===== src/rtl/rand_delay_mem_arbiter.sv =====
// Two-master memory arbiter with an LFSR-driven random wait before each access.
// One transaction in flight; sequences a single-port synchronous SRAM.
module rand_delay_mem_arbiter #(
  parameter int unsigned MAX_DELAY = 20,
  parameter bit          DELAY_EN  = 1'b1
) (
  input  logic        clock,
  input  logic        reset,
  input  logic [7:0]  seed,

  input  logic        m0_req_valid,
  output logic        m0_req_ready,
  input  logic [31:0] m0_addr,
  input  logic        m0_wen,
  input  logic [31:0] m0_wdata,
  input  logic [3:0]  m0_wmask,
  output logic        m0_resp_valid,
  input  logic        m0_resp_ready,
  output logic [31:0] m0_rdata,

  input  logic        m1_req_valid,
  output logic        m1_req_ready,
  input  logic [31:0] m1_addr,
  input  logic        m1_wen,
  input  logic [31:0] m1_wdata,
  input  logic [3:0]  m1_wmask,
  output logic        m1_resp_valid,
  input  logic        m1_resp_ready,
  output logic [31:0] m1_rdata,

  output logic        mem_en,
  output logic        mem_wen,
  output logic [31:0] mem_addr,
  output logic [31:0] mem_wdata,
  output logic [3:0]  mem_wmask,
  input  logic [31:0] mem_rdata,

  output logic        busy
);

  localparam int unsigned LFSR_W = 8;
  localparam logic [LFSR_W-1:0] DELAY_MOD = LFSR_W'(MAX_DELAY + 1);

  localparam logic [2:0] S_IDLE   = 3'd0;
  localparam logic [2:0] S_DELAY  = 3'd1;
  localparam logic [2:0] S_ACCESS = 3'd2;
  localparam logic [2:0] S_DATA   = 3'd3;
  localparam logic [2:0] S_RESP   = 3'd4;

  logic [2:0]        state;
  logic [2:0]        state_d;
  logic [LFSR_W-1:0] lfsr;
  logic [LFSR_W-1:0] cnt;
  logic              gnt_id;
  logic              last_grant;
  logic              wen_q;

  logic grant0_c;
  logic grant1_c;
  logic req_hs_c;
  logic resp_hs_c;

  // Round-robin: on a tie the master that did not win last time is granted.
  assign grant0_c  = (state == S_IDLE) && m0_req_valid && (!m1_req_valid || last_grant);
  assign grant1_c  = (state == S_IDLE) && m1_req_valid && (!m0_req_valid || !last_grant);
  assign req_hs_c  = grant0_c || grant1_c;
  assign resp_hs_c = gnt_id ? (m1_resp_valid && m1_resp_ready)
                            : (m0_resp_valid && m0_resp_ready);

  assign m0_req_ready = grant0_c;
  assign m1_req_ready = grant1_c;

  always_ff @(posedge clock) begin
    if (!reset) begin
      state <= S_IDLE;
    end else begin
      state <= state_d;
    end
  end

  always_comb begin
    state_d = state;
    case (state)
      S_IDLE:   if (req_hs_c) state_d = S_DELAY;
      S_DELAY:  if (cnt == '0) state_d = S_ACCESS;
      S_ACCESS: state_d = S_DATA;
      S_DATA:   state_d = S_RESP;
      S_RESP:   if (resp_hs_c) state_d = S_IDLE;
      default:  state_d = S_IDLE;
    endcase
  end

  // Request latch, delay scheduler and registered outputs.
  always_ff @(posedge clock) begin
    if (!reset) begin
      lfsr          <= (seed == '0) ? LFSR_W'(1) : seed;
      cnt           <= '0;
      gnt_id        <= 1'b0;
      last_grant    <= 1'b1;
      wen_q         <= 1'b0;
      mem_addr      <= '0;
      mem_wdata     <= '0;
      mem_wmask     <= '0;
      mem_en        <= 1'b0;
      mem_wen       <= 1'b0;
      m0_rdata      <= '0;
      m1_rdata      <= '0;
      m0_resp_valid <= 1'b0;
      m1_resp_valid <= 1'b0;
      busy          <= 1'b0;
    end else begin
      if (req_hs_c) begin
        gnt_id     <= grant1_c;
        last_grant <= grant1_c;
        wen_q      <= grant1_c ? m1_wen   : m0_wen;
        mem_addr   <= grant1_c ? m1_addr  : m0_addr;
        mem_wdata  <= grant1_c ? m1_wdata : m0_wdata;
        mem_wmask  <= grant1_c ? m1_wmask : m0_wmask;
        cnt        <= DELAY_EN ? (lfsr % DELAY_MOD) : '0;
        lfsr       <= {lfsr[6:0], lfsr[7] ^ lfsr[5] ^ lfsr[4] ^ lfsr[3]};
      end else if ((state == S_DELAY) && (cnt != '0)) begin
        cnt <= cnt - LFSR_W'(1);
      end

      if (state == S_DATA) begin
        if (gnt_id) begin
          m1_rdata <= wen_q ? '0 : mem_rdata;
        end else begin
          m0_rdata <= wen_q ? '0 : mem_rdata;
        end
      end

      mem_en        <= (state_d == S_ACCESS);
      mem_wen       <= (state_d == S_ACCESS) && wen_q;
      m0_resp_valid <= (state_d == S_RESP) && !gnt_id;
      m1_resp_valid <= (state_d == S_RESP) && gnt_id;
      busy          <= (state_d != S_IDLE);
    end
  end

endmodule


===== config.mk =====
export PLATFORM = sky130hd
export DESIGN_NAME = rand_delay_mem_arbiter
export DESIGN_NICKNAME = d
export VERILOG_FILES = /design/src/rtl/rand_delay_mem_arbiter.sv
export SDC_FILE = /design/constraint.sdc
export NUM_CORES = 1
export LEC_CHECK = 0
export ABC_AREA = 1
export CAP_MARGIN = 20
export CELL_PAD_IN_SITES_DETAIL_PLACEMENT = 0
export CELL_PAD_IN_SITES_GLOBAL_PLACEMENT = 1
export CORE_ASPECT_RATIO = 2
export CORE_MARGIN = 2
export CORE_UTILIZATION = 29
export CTS_CLUSTER_SIZE = 24
export DETAILED_ROUTE_END_ITERATION = 16
export PLACE_DENSITY_LB_ADDON = 0.05
export SLEW_MARGIN = 20
export SYNTH_ARGS = -nofsm -noshare
export SYNTH_HDL_FRONTEND = slang
export SYNTH_SLANG_ARGS = --single-unit

===== constraint.sdc =====
create_clock -name clock -period 3.8 [get_ports clock]
set_input_delay 0.57 -clock clock [delete_from_list [all_inputs] [get_ports clock]]
set_output_delay 0.57 -clock clock [all_outputs]
set_load 0.01 [all_outputs]

== After elaboration in Yosys (flattened, before gate mapping) ==
Cells that the tools add are included.

* Output and inout bits: 139
* Bits in registers: 159

* Bitwise operators: 4
* Multiplexer cells: 15
* Reductions and logical operators: 25
* Equality and inequality tests: 7
* Divide/modulo/power cells: 1
* $add $sub $neg: 1

{| class="wikitable"
|+ Operators with widths
! cell !! count
|-
| 2-to-1 mux 32 bit || 3
|-
| 2-to-1 mux 8 bit || 5
|-
| logical NOT 8 bit || 2
|-
| case mux 3 bit (5 select lines) || 1
|-
| logical AND 1 bit || 10
|-
| equality test 3 x 2 -> 1 bit (second input constant) || 3
|-
| 2-to-1 mux 3 bit || 3
|-
| remainder unit 8 x 5 -> 8 bit (second input constant) || 1
|-
| nonzero test 8 bit || 1
|-
| subtractor 8 x 1 -> 8 bit (second input constant) || 1
|-
| equality test 3 bit (second input constant) || 2
|-
| logical NOT 1 bit || 4
|-
| 2-to-1 mux 4 bit || 1
|-
| AND reduction 2 bit || 2
|-
| equality test 3 x 1 -> 1 bit (second input constant) || 1
|-
| logical NOT 3 bit || 1
|-
| logical OR 1 bit || 3
|-
| nonzero test 3 bit || 1
|-
| XOR 1 bit || 3
|-
| 2-to-1 mux 1 bit || 2
|-
| != test 2 x 1 -> 1 bit (second input constant) || 1
|-
| nonzero test 2 bit || 1
|-
| NOT 1 bit || 1
|}

== Longest topological paths before layout ==
* Depth in word-level cells: 8
* Depth in mapped cells: 29

== Least setup slack after synthesis ==
Ideal clock, no wire load.

* Kind: register to register
* Start: register lfsr[4]
* End: register cnt[1]
* Period minus slack after synthesis: 2873 ps
* Stages on the path, launching flop included: 28
* Buffers on the path: 0
* Path slack: 927 ps
* Arrival: 2741 ps
* Data required time: 3668 ps
* Cells stage by stage: edfxtp_1 > o21ai_2 > nand2_4 > nand2_2 > nand2_1 > nand2_2 > nand2_1 > nand3_2 > nand2_4 > nand2_4 > nand2_1 > nand2_1 > inv_2 > ha_1 > nand3_1 > nand3_2 > nand2_2 > nand2_4 > nand2_2 > nand3_2 > nand2_2 > nand2_4 > nand2_4 > nand2_4 > nand2_1 > nand3_1 > nand2_1 > a21oi_1

* Cells in the longest elaborated chain, start to end: 2

{| class="wikitable"
|+ Ends and longest elaborated chain
! element !! line !! text
|-
| start, declared || 52 || <nowiki>logic [LFSR_W-1:0] lfsr;</nowiki>
|-
| start signal, assigned || 96 || <nowiki>lfsr <= (seed == '0) ? LFSR_W'(1) : seed;</nowiki>
|-
| start signal, assigned || 120 || <nowiki>lfsr <= {lfsr[6:0], lfsr[7] ^ lfsr[5] ^ lfsr[4] ^ lfsr[3]};</nowiki>
|-
| remainder unit 8 x 5 -> 8 bit || 119 || <nowiki>cnt <= DELAY_EN ? (lfsr % DELAY_MOD) : '0;</nowiki>
|-
| 2-to-1 mux 8 bit || 112 || <nowiki>if (req_hs_c) begin</nowiki>
|-
| end signal, assigned || 119 ||
|-
| end signal, assigned || 122 || <nowiki>cnt <= cnt - LFSR_W'(1);</nowiki>
|-
| end, declared || 53 || <nowiki>logic [LFSR_W-1:0] cnt;</nowiki>
|}

Every way passes these cells.
A chain may end at the register's enable or synchronous reset.

== Worst setup path in the final report ==
* Start: register lfsr[4]
* End: register cnt[4]

Same word-level chain as after synthesis.

==> results by group <==
Run status
  • Result of the run: complete, no violations

Route
  • Total Wirelength: roughly 28 mm
  • Number of vias in the routed layout: around 7600
  • Drt wl/cell: between 15 and 20 um
  • DRC marker count from the first detailed-route iteration: 364
  • Remaining design rule violation count: 0
  • Remaining antenna violation count after routing: 0
  • Number of search-and-repair iterations in the first detailed-routing pass: 4
  • Post-detailed-route via-to-cell ratio: about 4.8

Synth
  • Post-Syn Area per Cell: between 7 and 8 um2
  • Seq cells post-synth: 159
  • Post-synth EDFFs: 8
  • Syn Nets: approximately 1200
  • Proportion of synthesized flip-flops having asynchronous set or reset: 0%
  • Post-synthesis cell type with the largest combined area: dfxtp_1
  • Most used flip-flop cell after synthesis: dfxtp_1
  • Ranking of synthesized cells by area: dfxtp_1 (42%), nand2_1 (12%), o21ai_0 (10%)
  • Number of synthesis warnings: 0
  • Sequential fraction of the synthesis area: 45.7%
  • Post-synth top area share: a little over two fifths
  • Synthesized area: between 7000 and 8000 um2
  • Cells after Synth: slightly below 1000
  • Yosys cell types: 37

Floorplanning
  • Rows: 81
  • Effective utilization at floorplan: 29.3%
  • Die width: 115 um
  • Core Footprint: 24300 um2
  • Full die area: between 20000 and 30000 um2
  • Height of the chip: about 230 um
  • Number of placed I/O pins: about 320

GRT
  • Global-route wire length before repair: 42.1 mm
  • Met3 demand-to-capacity share in global routing: approximately 6%
  • Met1 global-route usage: between 20% and 30%
  • Largest net degree at the start of global routing: between 100 and 150
  • Number of antenna violations at the first check in global routing: 2
  • Layer with the highest usage: met2
  • GR met2 Demand/Resource: ~40%
  • Via count of the first global-routing pass: between 7000 and 8000
  • GRT Resource Usage Total: ~22%
  • GRT Residual Overflow: 0

Clocking
  • Number of buffers inserted by hold repair at cts: 0
  • Post-cts sizing count: 0
  • Num CTS Buffers: 17
  • TritonCTS clock tree: built
  • Master cell of the clock root buffer: clkbuf_16
  • Number of clock sinks: 159
  • Clock H-tree levels: 4
  • Post-CTS Setup Repair Bufs: 0
  • Worst-Skew Late Latency: between 0.4 and 0.5 ns
  • Clock transition at the registers of the reported paths: roughly 0.07 ns
  • Clock buffer depth: 2

Timing
  • Transition at the pin with the smallest max-transition slack: 0.839 ns
  • Min Clock Period, post-route: roughly 3.2 ns
  • Post-Route Skew: 0.0124 ns
  • Unrepaired setup endpoints after global routing: false
  • Sum Neg Setup Slack: 0 ns
  • Hold Vio Cnt, Final: 0
  • Max Clock Freq: 311 MHz
  • Number of pins with negative max-slew slack in the final report: 0
  • Max_slew headroom: between 40% and 50%
  • Fraction of the cycle the final worst path needs: between 80% and 90%
  • Setup violations, final: 0

Cells and area
  • Most frequent standard cell in the layout excluding fill and tap cells: clkdlybuf4s50_1
  • Layout cells sized above 1: 6.80%
  • Final Instance Count excl. Fillers: about 1600
  • Net count, final: 1469
  • Highest-count cells in the layout ignoring fill and taps: clkdlybuf4s50_1 (321), nand2_1 (228), dfxtp_1 (151)
  • Layout area overhead: 56.1%
  • Number of fill cells: 2529

Run
  • Count of maximum capacitance violations: 0

Pwr
  • Max rail drop VDD: 0.338 mV
  • Switching power of the nets: between 2000 and 3000 uW
  • Internal: 4190 uW
  • Clock network power share: a little under a quarter
  • Leakage power total: 0.00458 uW
  • Relative contribution of combinational cells to total power: approximately 45%
  • P per Cell Area: about 620 nW/um2
  • Sequential group share of total power: between 30% and 40%
  • Net switching fraction of the power: about two fifths

Setup path
  • Nature of the critical path startpoint: register
  • Worst Setup Path Type: register to register
  • Max FO, Critical Path: 9
  • Data required time of the worst path: around 4.2 ns
  • Critical path arrival: about 3.6 ns
  • Endpoint type of the worst setup path: register

Min path
  • Hold/Removal Path Class: register to register

Placement
  • Estimated wirelength of the detail-placed design: 20.7 mm
  • Cell count after placement: 1553
  • Port Buffer Count: ~320
  • Placer's final routability congestion estimate: about 0.84
[cell families after synthesis]
family | share of synthesized area, %
DFF | 45.7
buffers and inverters | 7.38
xor gates and xnor gates | 0.982
adders and majority gates | 0.526
and+or+nand+nor | 24.1
AOI/OAI and AO/OA | 21.3
[cell usage after synthesis (7+ instances only)]
cell,n
clkbuf_1,62
inv_2,9
a31oi_1,70
inv_1,63
nand3_1,33
nand2_4,7
a21oi_1,52
nand2_2,13
nor2_1,103
edfxtp_1,8
o21ai_0,145
nand2_1,229
dfxtp_1,151
[critical path, cell delays in order (launching register included)]
cell and delay (ns):
edfxtp_1 0.50, o21ai_2 0.24, nand2_4 0.10, nand2_2 0.07, nand2_1 0.08, nand2_2 0.11, nand2_1 0.07, nand3_2 0.08
nand2_4 0.07, nand2_4 0.10, nand2_1 0.07, nand2_1 0.12, inv_2 0.08, ha_1 0.18, nand3_1 0.12, nand3_2 0.10
nand2_2 0.10, nand2_4 0.11, o21ai_2 0.18, nand2_2 0.12, nand2_4 0.10, nand2_4 0.06, nand2_4 0.09, nand2_1 0.05
nand2_1 0.05, nand3_1 0.06, a21oi_1 0.12
[power groups by stage]
stage / Clock [uW] / Sequential [uW] / Combinational (uW)
finish: 1640 / 2200 / 3110
floorplan: 0 / 2300 / 1830
global placement: 0 / 2220 / 3150
detailed placement: 0 / 2230 / 3130
CTS: 1700 / 2200 / 3150
global route: 1750 / 2240 / 3460
[worst paths after layout]
kind / slack (ns) / cells past startpoint / endpoint / start
setup / recovery: 0.59 / 26 / cnt[4] / lfsr[4]
hold / removal: 0.46 / 2 / m1_rdata[20] / m1_rdata[20]
hold reg to reg: 0.46 / 2 / m1_rdata[20] / m1_rdata[20]
setup reg to reg: 0.59 / 26 / cnt[4] / lfsr[4]
[layout make-up]
cell class	count	area [um2]	share of cell area, %
Tap cell	290	363	3.26
Clock buffer	20	457	4.10
Sequential cell	159	3260	29.3
Inverter	74	282	2.53
Timing Repair Buffer	333	3320	29.8
Clock inverter	12	93.8	0.842
Multi-Input combinational cell	697	3360	30.2
Antenna cell	2	5.00	0.0449
[state kept, by name, indices dropped and copies added (netlist names), 3 cells and up]
register	count
lfsr	8
m1_rdata	32
state	3
mem_addr	32
m0_rdata	32
mem_wdata	32
mem_wmask	4
cnt	8
[metrics by stage]
stage / hold WS [ns] / total power (uW) / setup slack [ns] / cell area (um2) / util (%)
after detailed placement: 0.451 / 5370 / 0.599 / 10600 / 43.5
after CTS: 0.462 / 7050 / 0.572 / 11100 / 45.8
final: 0.460 / 6950 / 0.587 / 11100 / 45.8
after floorplan: 0.437 / 4130 / 0.927 / 7140 / -
after global routing: 0.478 / 7460 / 0.205 / 11100 / 45.8
after global placement: 0.449 / 5370 / 0.661 / 10600 / 43.5
[metal layers]
layer	routed length [um]	part of all wire (%)
met1	9930	35
met2	15400	54
met3	1710	6.1
met4	1220	4.3
met5	0	0
(Power assumes the default switching activity.)
